## src/rtl/blockram_arb2_pkg.sv

```systemverilog
`default_nettype none
// ============================================================================
// Module      : blockram_arb2_pkg
// Description : Bus field layout and FSM state encoding for blockram_arb2.
// Revision    : 1.0 - initial release
// ============================================================================
package blockram_arb2_pkg;

    localparam int ADDR_W = 32;
    localparam int DATA_W = 32;
    localparam int WBE_W  = 4;
    localparam int REQ_W  = ADDR_W + 2 + DATA_W + WBE_W;
    localparam int RES_W  = 1 + DATA_W;

    // Packed layout of the flattened request/response buses, MSB first.
    typedef struct packed {
        logic [ADDR_W-1:0] a;
        logic              r;
        logic              w;
        logic [DATA_W-1:0] wd;
        logic [WBE_W-1:0]  wbe;
    } req_t;

    typedef struct packed {
        logic              hold;
        logic [DATA_W-1:0] rd;
    } res_t;

    typedef enum logic [1:0] {
        ARB   = 2'd0,
        LOCK0 = 2'd1,
        LOCK1 = 2'd2
    } state_t;

endpackage
`default_nettype wire

```

## src/rtl/blockram_arb2.sv

```systemverilog
`default_nettype none
// ============================================================================
// Module      : blockram_arb2
// Description : Two-master arbiter in front of the block RAM request port.
// Revision    : 1.0 - initial release
// ============================================================================
module blockram_arb2
    import blockram_arb2_pkg::*;
#(
    parameter bit ROUND_ROBIN = 1'b1
) (
    input  logic             clk,
    input  logic             rst_n,
    input  logic [REQ_W-1:0] i_m0_req,
    output logic [RES_W-1:0] o_m0_res,
    input  logic [REQ_W-1:0] i_m1_req,
    output logic [RES_W-1:0] o_m1_res,
    output logic [REQ_W-1:0] o_s_req,
    input  logic [RES_W-1:0] i_s_res
);

    req_t   w_m0;
    req_t   w_m1;
    req_t   w_win_req;
    res_t   w_s;
    res_t   w_m0_res;
    res_t   w_m1_res;
    logic   w_act0;
    logic   w_act1;
    logic   w_win;
    logic   w_win_act;

    state_t r_state;
    state_t w_state_nxt;
    logic   r_last;
    logic   w_last_nxt;
    logic   r_rd_v;
    logic   w_rd_v_nxt;
    logic   r_rd_own;
    logic   w_rd_own_nxt;

    assign w_m0   = i_m0_req;
    assign w_m1   = i_m1_req;
    assign w_s    = i_s_res;
    assign w_act0 = w_m0.r | w_m0.w;
    assign w_act1 = w_m1.r | w_m1.w;

    // Free-arbitration pick: 0 = m0, 1 = m1. With nobody active m0 is
    // nominally picked but nothing is forwarded because it is inactive.
    function automatic logic f_pick(input logic act0, input logic act1,
                                    input logic last);
        if (act0 && act1)
            return ROUND_ROBIN ? ~last : 1'b0;
        return act1;
    endfunction

    always_comb begin
        w_win = 1'b0;
        case (r_state)
            LOCK0:   w_win = 1'b0;
            LOCK1:   w_win = 1'b1;
            default: w_win = f_pick(w_act0, w_act1, r_last);
        endcase
        w_win_act = w_win ? w_act1 : w_act0;
        w_win_req = w_win ? w_m1 : w_m0;
    end

    always_comb begin
        w_state_nxt  = ARB;
        w_last_nxt   = r_last;
        w_rd_v_nxt   = 1'b0;
        w_rd_own_nxt = r_rd_own;
        if (w_win_act) begin
            if (w_s.hold) begin
                w_state_nxt = w_win ? LOCK1 : LOCK0;
            end else begin
                w_last_nxt = w_win;
                if (w_win_req.r) begin
                    w_rd_v_nxt   = 1'b1;
                    w_rd_own_nxt = w_win;
                end
            end
        end
    end

    always_ff @(posedge clk or negedge rst_n) begin
        if (!rst_n) begin
            r_state  <= ARB;
            r_last   <= 1'b1;
            r_rd_v   <= 1'b0;
            r_rd_own <= 1'b0;
        end else begin
            r_state  <= w_state_nxt;
            r_last   <= w_last_nxt;
            r_rd_v   <= w_rd_v_nxt;
            r_rd_own <= w_rd_own_nxt;
        end
    end

    // Reset forces the outputs directly so masters stall while rst_n is low.
    always_comb begin
        o_s_req = '0;
        if (rst_n && w_win_act)
            o_s_req = w_win_req;

        w_m0_res.hold = 1'b1;
        w_m1_res.hold = 1'b1;
        if (rst_n) begin
            w_m0_res.hold = w_act0 & (w_win ? 1'b1 : w_s.hold);
            w_m1_res.hold = w_act1 & (w_win ? w_s.hold : 1'b1);
        end

        // Non-owners see zero data so the two responses stay OR-combinable.
        w_m0_res.rd = '0;
        w_m1_res.rd = '0;
        if (rst_n && r_rd_v) begin
            if (r_rd_own)
                w_m1_res.rd = w_s.rd;
            else
                w_m0_res.rd = w_s.rd;
        end
    end

    assign o_m0_res = w_m0_res;
    assign o_m1_res = w_m1_res;

endmodule
`default_nettype wire

```

## config.mk

```make
export PLATFORM = sky130hd
export DESIGN_NAME = blockram_arb2
export DESIGN_NICKNAME = d
export VERILOG_FILES = /design/src/rtl/blockram_arb2_pkg.sv /design/src/rtl/blockram_arb2.sv
export SDC_FILE = /design/constraint.sdc
export NUM_CORES = 1
export LEC_CHECK = 0
export ABC_CLOCK_PERIOD_IN_PS = 2240
export BUFFER_PORTS_ARGS = -buffer_cell sky130_fd_sc_hd__buf_2
export CORE_AREA = 2 2 121 123
export DETAILED_ROUTE_END_ITERATION = 12
export DIE_AREA = 0 0 123 125
export GPL_TIMING_DRIVEN = 0
export PLACE_DENSITY = 0.64
export SLEW_MARGIN = 20
export SYNTH_ARGS = -nofsm -noshare
export SYNTH_HDL_FRONTEND = slang
export SYNTH_SLANG_ARGS = --single-unit
export TNS_END_PERCENT = 1
```

## constraint.sdc

```tcl
create_clock -name clk -period 2.24 [get_ports clk]
set_input_delay 0 -clock clk [delete_from_list [all_inputs] [get_ports clk]]
set_output_delay 0 -clock clk [all_outputs]
set_load 0.02 [all_outputs]
```

==> impl_summary.txt <==
----------------------------------------------------
[Worst setup path]
  Worst setup EP type ... output pin
  Crit path max fanout ... 10
  Setup Crit Path Kind ... register to output pin
  Critical path data arrival time ... about 2.2 ns
  Critical path startpoint category ... register
  Worst r2r path cells ... 5
  Data required, critical path ... approximately 2.2 ns

[Synthesis]
  Async set or reset register ratio after synthesis ... 1.00
  Synthesized net count ... 635
  Sequential cell area fraction in the yosys report ... 0.0424
  Count of cell types in the netlist ... 32
  Main synth FF type ... sky130_fd_sc_hd__dfrtp_1
  Post-Syn Instances ... between 400 and 500
  Warnings from Yosys ... 0
  Seq cells post-synth ... 5
  Mean instance size in the synthesized netlist ... around 6.5 um^2
  Cell area after technology mapping ... around 3000 um^2
  Number of flops mapped to enable cells by yosys ... 0

[Clock tree]
  Clock tree from TritonCTS ... done
  Clock-pin transition on the worst setup and hold timing paths ... approximately 0.030 ns
  Buffer cell driving the clock tree root ... sky130_fd_sc_hd__clkbuf_16
  H-tree levels ... 1
  Clock tree buffer depth ... 2
  Number of sinks driven by the clock tree ... 5
  Worst skew pair latency ... about 0.22 ns
  CTS buffer count ... 3

[Die]
  Starting density of the core ... 0.210
  Vertical die dimension ... 125 um
  Core Rows ... 44
  Width of the die ... ~120 um
  Num ports ... ~310
  Standard cell core area ... between 10,000 and 15,000 um^2
  DIE AREA ... approximately 15,000 um^2

[Global route]
  Remaining Overflow, GRT ... 0
  Vias in the first global route ... 4,553
  Global-route wire length before repair ... about 24,000 um
  Global-route usage over all layers ... 0.192
  Maximum number of pins on one net before global-route repair ... 11
  Antenna violations before repair ... 3

[Pwr]
  Pint ... 1.60 mW
  Power spent charging and discharging nets ... 2.28 mW
  Combinational cell fraction of total power ... 0.886
  Sequential power share ... 0.040
  Total power per unit cell area ... slightly below 800 nW/um^2
  Portion of total power attributed to the clock network ... 0.075
  Peak supply drop ... about 0.22 mV
  Net switching share of the total power ... 0.588
  Cell leakage power ... approximately 2.3 nW

[Layout]
  Finished Core Util ... 0.352
  Sequential cell area ... 126 um^2
  Footprint of the multi-input gates ... 2580 um^2
  Net count reported at finish ... about 950
  Layout cell share with drive strength beyond 1 ... 0.461
  Filler Cells Inserted ... 1,588
  Area Overhead vs Synth ... 67.5%
  Area of all placed cells without fillers ... around 5000 um^2

[Drt]
  Total DRC errors in the routed layout ... 0
  Vias per Instance ... between 5 and 6
  Number of violations reported at the end of detailed-routing iteration 0 ... roughly 360
  Total wirelength of the detailed-routed design ... roughly 17,000 um
  Average routed wire per standard cell ... about 17 um
  Detailed-router iteration count before antenna repair ... 5
  Remaining number of nets flagged by the antenna check after routing ... 0
  Vias post-DR ... 5,278

[Timing]
  Hold Violations, Final ... 0
  Time the final worst path needs with I/O delays and setup ... roughly 2.2 ns
  Total count of max-transition violations in the final report ... 0
  Maximum clock skew at final layout ... around 0.00042 ns
  Least-Margin Pin Slew ... between 0.6 and 0.7 ns
  Final number of setup-violating endpoints ... 0
  Unrepaired setup endpoints after global routing ... no
  Highest achievable clock rate ... about 0.46 GHz
  Max-slew headroom ... 0.554
  Post-route fraction of the period consumed by the critical path ... 0.976

[Place]
  # port buffers ... just over 300
  Instance area at placement ... ~4800 um^2
  Placer's final routability congestion estimate ... 0.879
  DPL Wire Length ... around 13,000 um

[Job]
  Max capacitance violation total ... 0

[Status]
  Outcome ... complete, no violations

[Hold path]
  Hold-critical path depth ... 3
  Worst Hold Class ... input pin to register

----------------------------------------------------
power by group through the flow:
stage | logic [mW] | registers [mW] | clock network (mW)
final | 3.43 | 0.154 | 0.290
after global routing | 3.69 | 0.158 | 0.303
after CTS | 3.33 | 0.152 | 0.294
after detailed placement | 3.28 | 0.152 | 0
after global placement | 3.29 | 0.151 | 0
after floorplan | 2.19 | 0.144 | 0
synthesized netlist by cell type, types with 2 or more instances:
| library cell | count | area [um^2] |
|---|---|---|
| sky130_fd_sc_hd__o211ai_1 | 70 | 526 |
| sky130_fd_sc_hd__a31oi_1 | 69 | 432 |
| sky130_fd_sc_hd__nand3b_1 | 69 | 518 |
| sky130_fd_sc_hd__nand4_1 | 68 | 425 |
| sky130_fd_sc_hd__and2_1 | 64 | 400 |
| sky130_fd_sc_hd__clkbuf_1 | 59 | 221 |
| sky130_fd_sc_hd__buf_2 | 13 | 65.1 |
| sky130_fd_sc_hd__nor2_1 | 5 | 18.8 |
| sky130_fd_sc_hd__dfrtp_1 | 4 | 100 |
| sky130_fd_sc_hd__a21oi_1 | 3 | 15.0 |
| sky130_fd_sc_hd__buf_6 | 3 | 33.8 |
| sky130_fd_sc_hd__inv_1 | 3 | 11.3 |
| sky130_fd_sc_hd__nand2_1 | 3 | 11.3 |
| sky130_fd_sc_hd__o21ai_0 | 3 | 15.0 |
| sky130_fd_sc_hd__a22oi_1 | 2 | 15.0 |
| sky130_fd_sc_hd__buf_1 | 2 | 7.51 |
| sky130_fd_sc_hd__nor3_1 | 2 | 10.0 |
| sky130_fd_sc_hd__o21a_1 | 2 | 15.0 |
| sky130_fd_sc_hd__o21ai_1 | 2 | 10.0 |
timing repair:
action,4_1_cts,5_1_grt
endpoints found under the setup margin,74,55
resized for setup,12,36
cloned,0,1
hold buffers,1,0
pin swaps,1,1
buffers inserted,0,3
hold endpoints to repair,5,0
critical path, cell delays in order, from the launching register on:
cell	delay, ns
sky130_fd_sc_hd__dfrtp_1	0.36
sky130_fd_sc_hd__inv_2	0.07
sky130_fd_sc_hd__ha_4	0.22
sky130_fd_sc_hd__or4_4	0.55
sky130_fd_sc_hd__o2111ai_4	0.19
sky130_fd_sc_hd__buf_6	0.19
sky130_fd_sc_hd__buf_8	0.14
sky130_fd_sc_hd__a31oi_1	0.06
sky130_fd_sc_hd__buf_4	0.17
layer usage:
metal	share of wire	global-route usage	up-vias
li1	-	-	2467
met1	0.40	0.245	2438
met4	0.024	0.0528	0
met2	0.51	0.339	335
met3	0.073	0.0196	38
met5	0	0	-
cell usage in the layout, fill, tap and decap left out, types with 4 or more instances in the layout:
cell type                  instances
sky130_fd_sc_hd__buf_2           312
sky130_fd_sc_hd__o211ai_1         70
sky130_fd_sc_hd__nand3b_1         69
sky130_fd_sc_hd__nand4_1          68
sky130_fd_sc_hd__a31oi_1          65
sky130_fd_sc_hd__and2_1           64
sky130_fd_sc_hd__clkbuf_1         45
sky130_fd_sc_hd__clkbuf_2         14
sky130_fd_sc_hd__buf_4            12
sky130_fd_sc_hd__nor2_1            5
sky130_fd_sc_hd__a31oi_2           4
sky130_fd_sc_hd__dfrtp_1           4
logic make-up (layout without fill, tap and decap cells):
kind of cell,after synthesis,after routing,share of synthesized area
flops,5,5,0.0424
mux,1,1,0.00336
fa+ha+maj,1,1,0.00420
buf+inv,80,397,0.114
simple gates,217,217,0.479
other cells,0,3,0
compound gates,155,155,0.358
cell type report:
| class | count | share of cell area |
|---|---|---|
| inverter | 3 | 0.00225 |
| multi-input combinational | 374 | 0.516 |
| antenna | 3 | 0.00150 |
| buffer | 76 | 0.0726 |
| sequential | 5 | 0.0253 |
| tap | 184 | 0.0461 |
| timing repair buffer | 314 | 0.321 |
| clock buffer | 4 | 0.0158 |
registers in the layout (all words and copies together) (netlist names):
register / flops
r_rd_v: 1
r_state: 2
r_rd_own: 1
r_last: 1
per-stage QoR:
stage	setup TNS (ns)	hold WS [ns]	worst slack, ns	total power, mW	instances
6_report	0	0.0729	0.0547	3.88	963
5_1_grt	0	0.144	0.00277	4.15	963
4_1_cts	0	0.0663	0.0121	3.78	956
3_5_place_dp	-5.81	-0.174	-0.238	3.44	952
3_3_place_gp	-5.40	-0.178	-0.237	3.44	952
2_1_floorplan	0	-0.296	0.341	2.34	459
worst paths after layout:
path | slack [ns] | startpoint | endpoint
max reg2reg | 0.51 | r_last | r_rd_own
max in group asynchronous | 1.81 | rst_n | r_last
min in group asynchronous | 0.17 | rst_n | r_state[1]
min reg2reg | 0.55 | r_last | r_last
max | 0.05 | r_state[0] | o_s_req[56]
min | 0.07 | i_s_res[32] | r_last
Power figures use the tool's default switching activity.
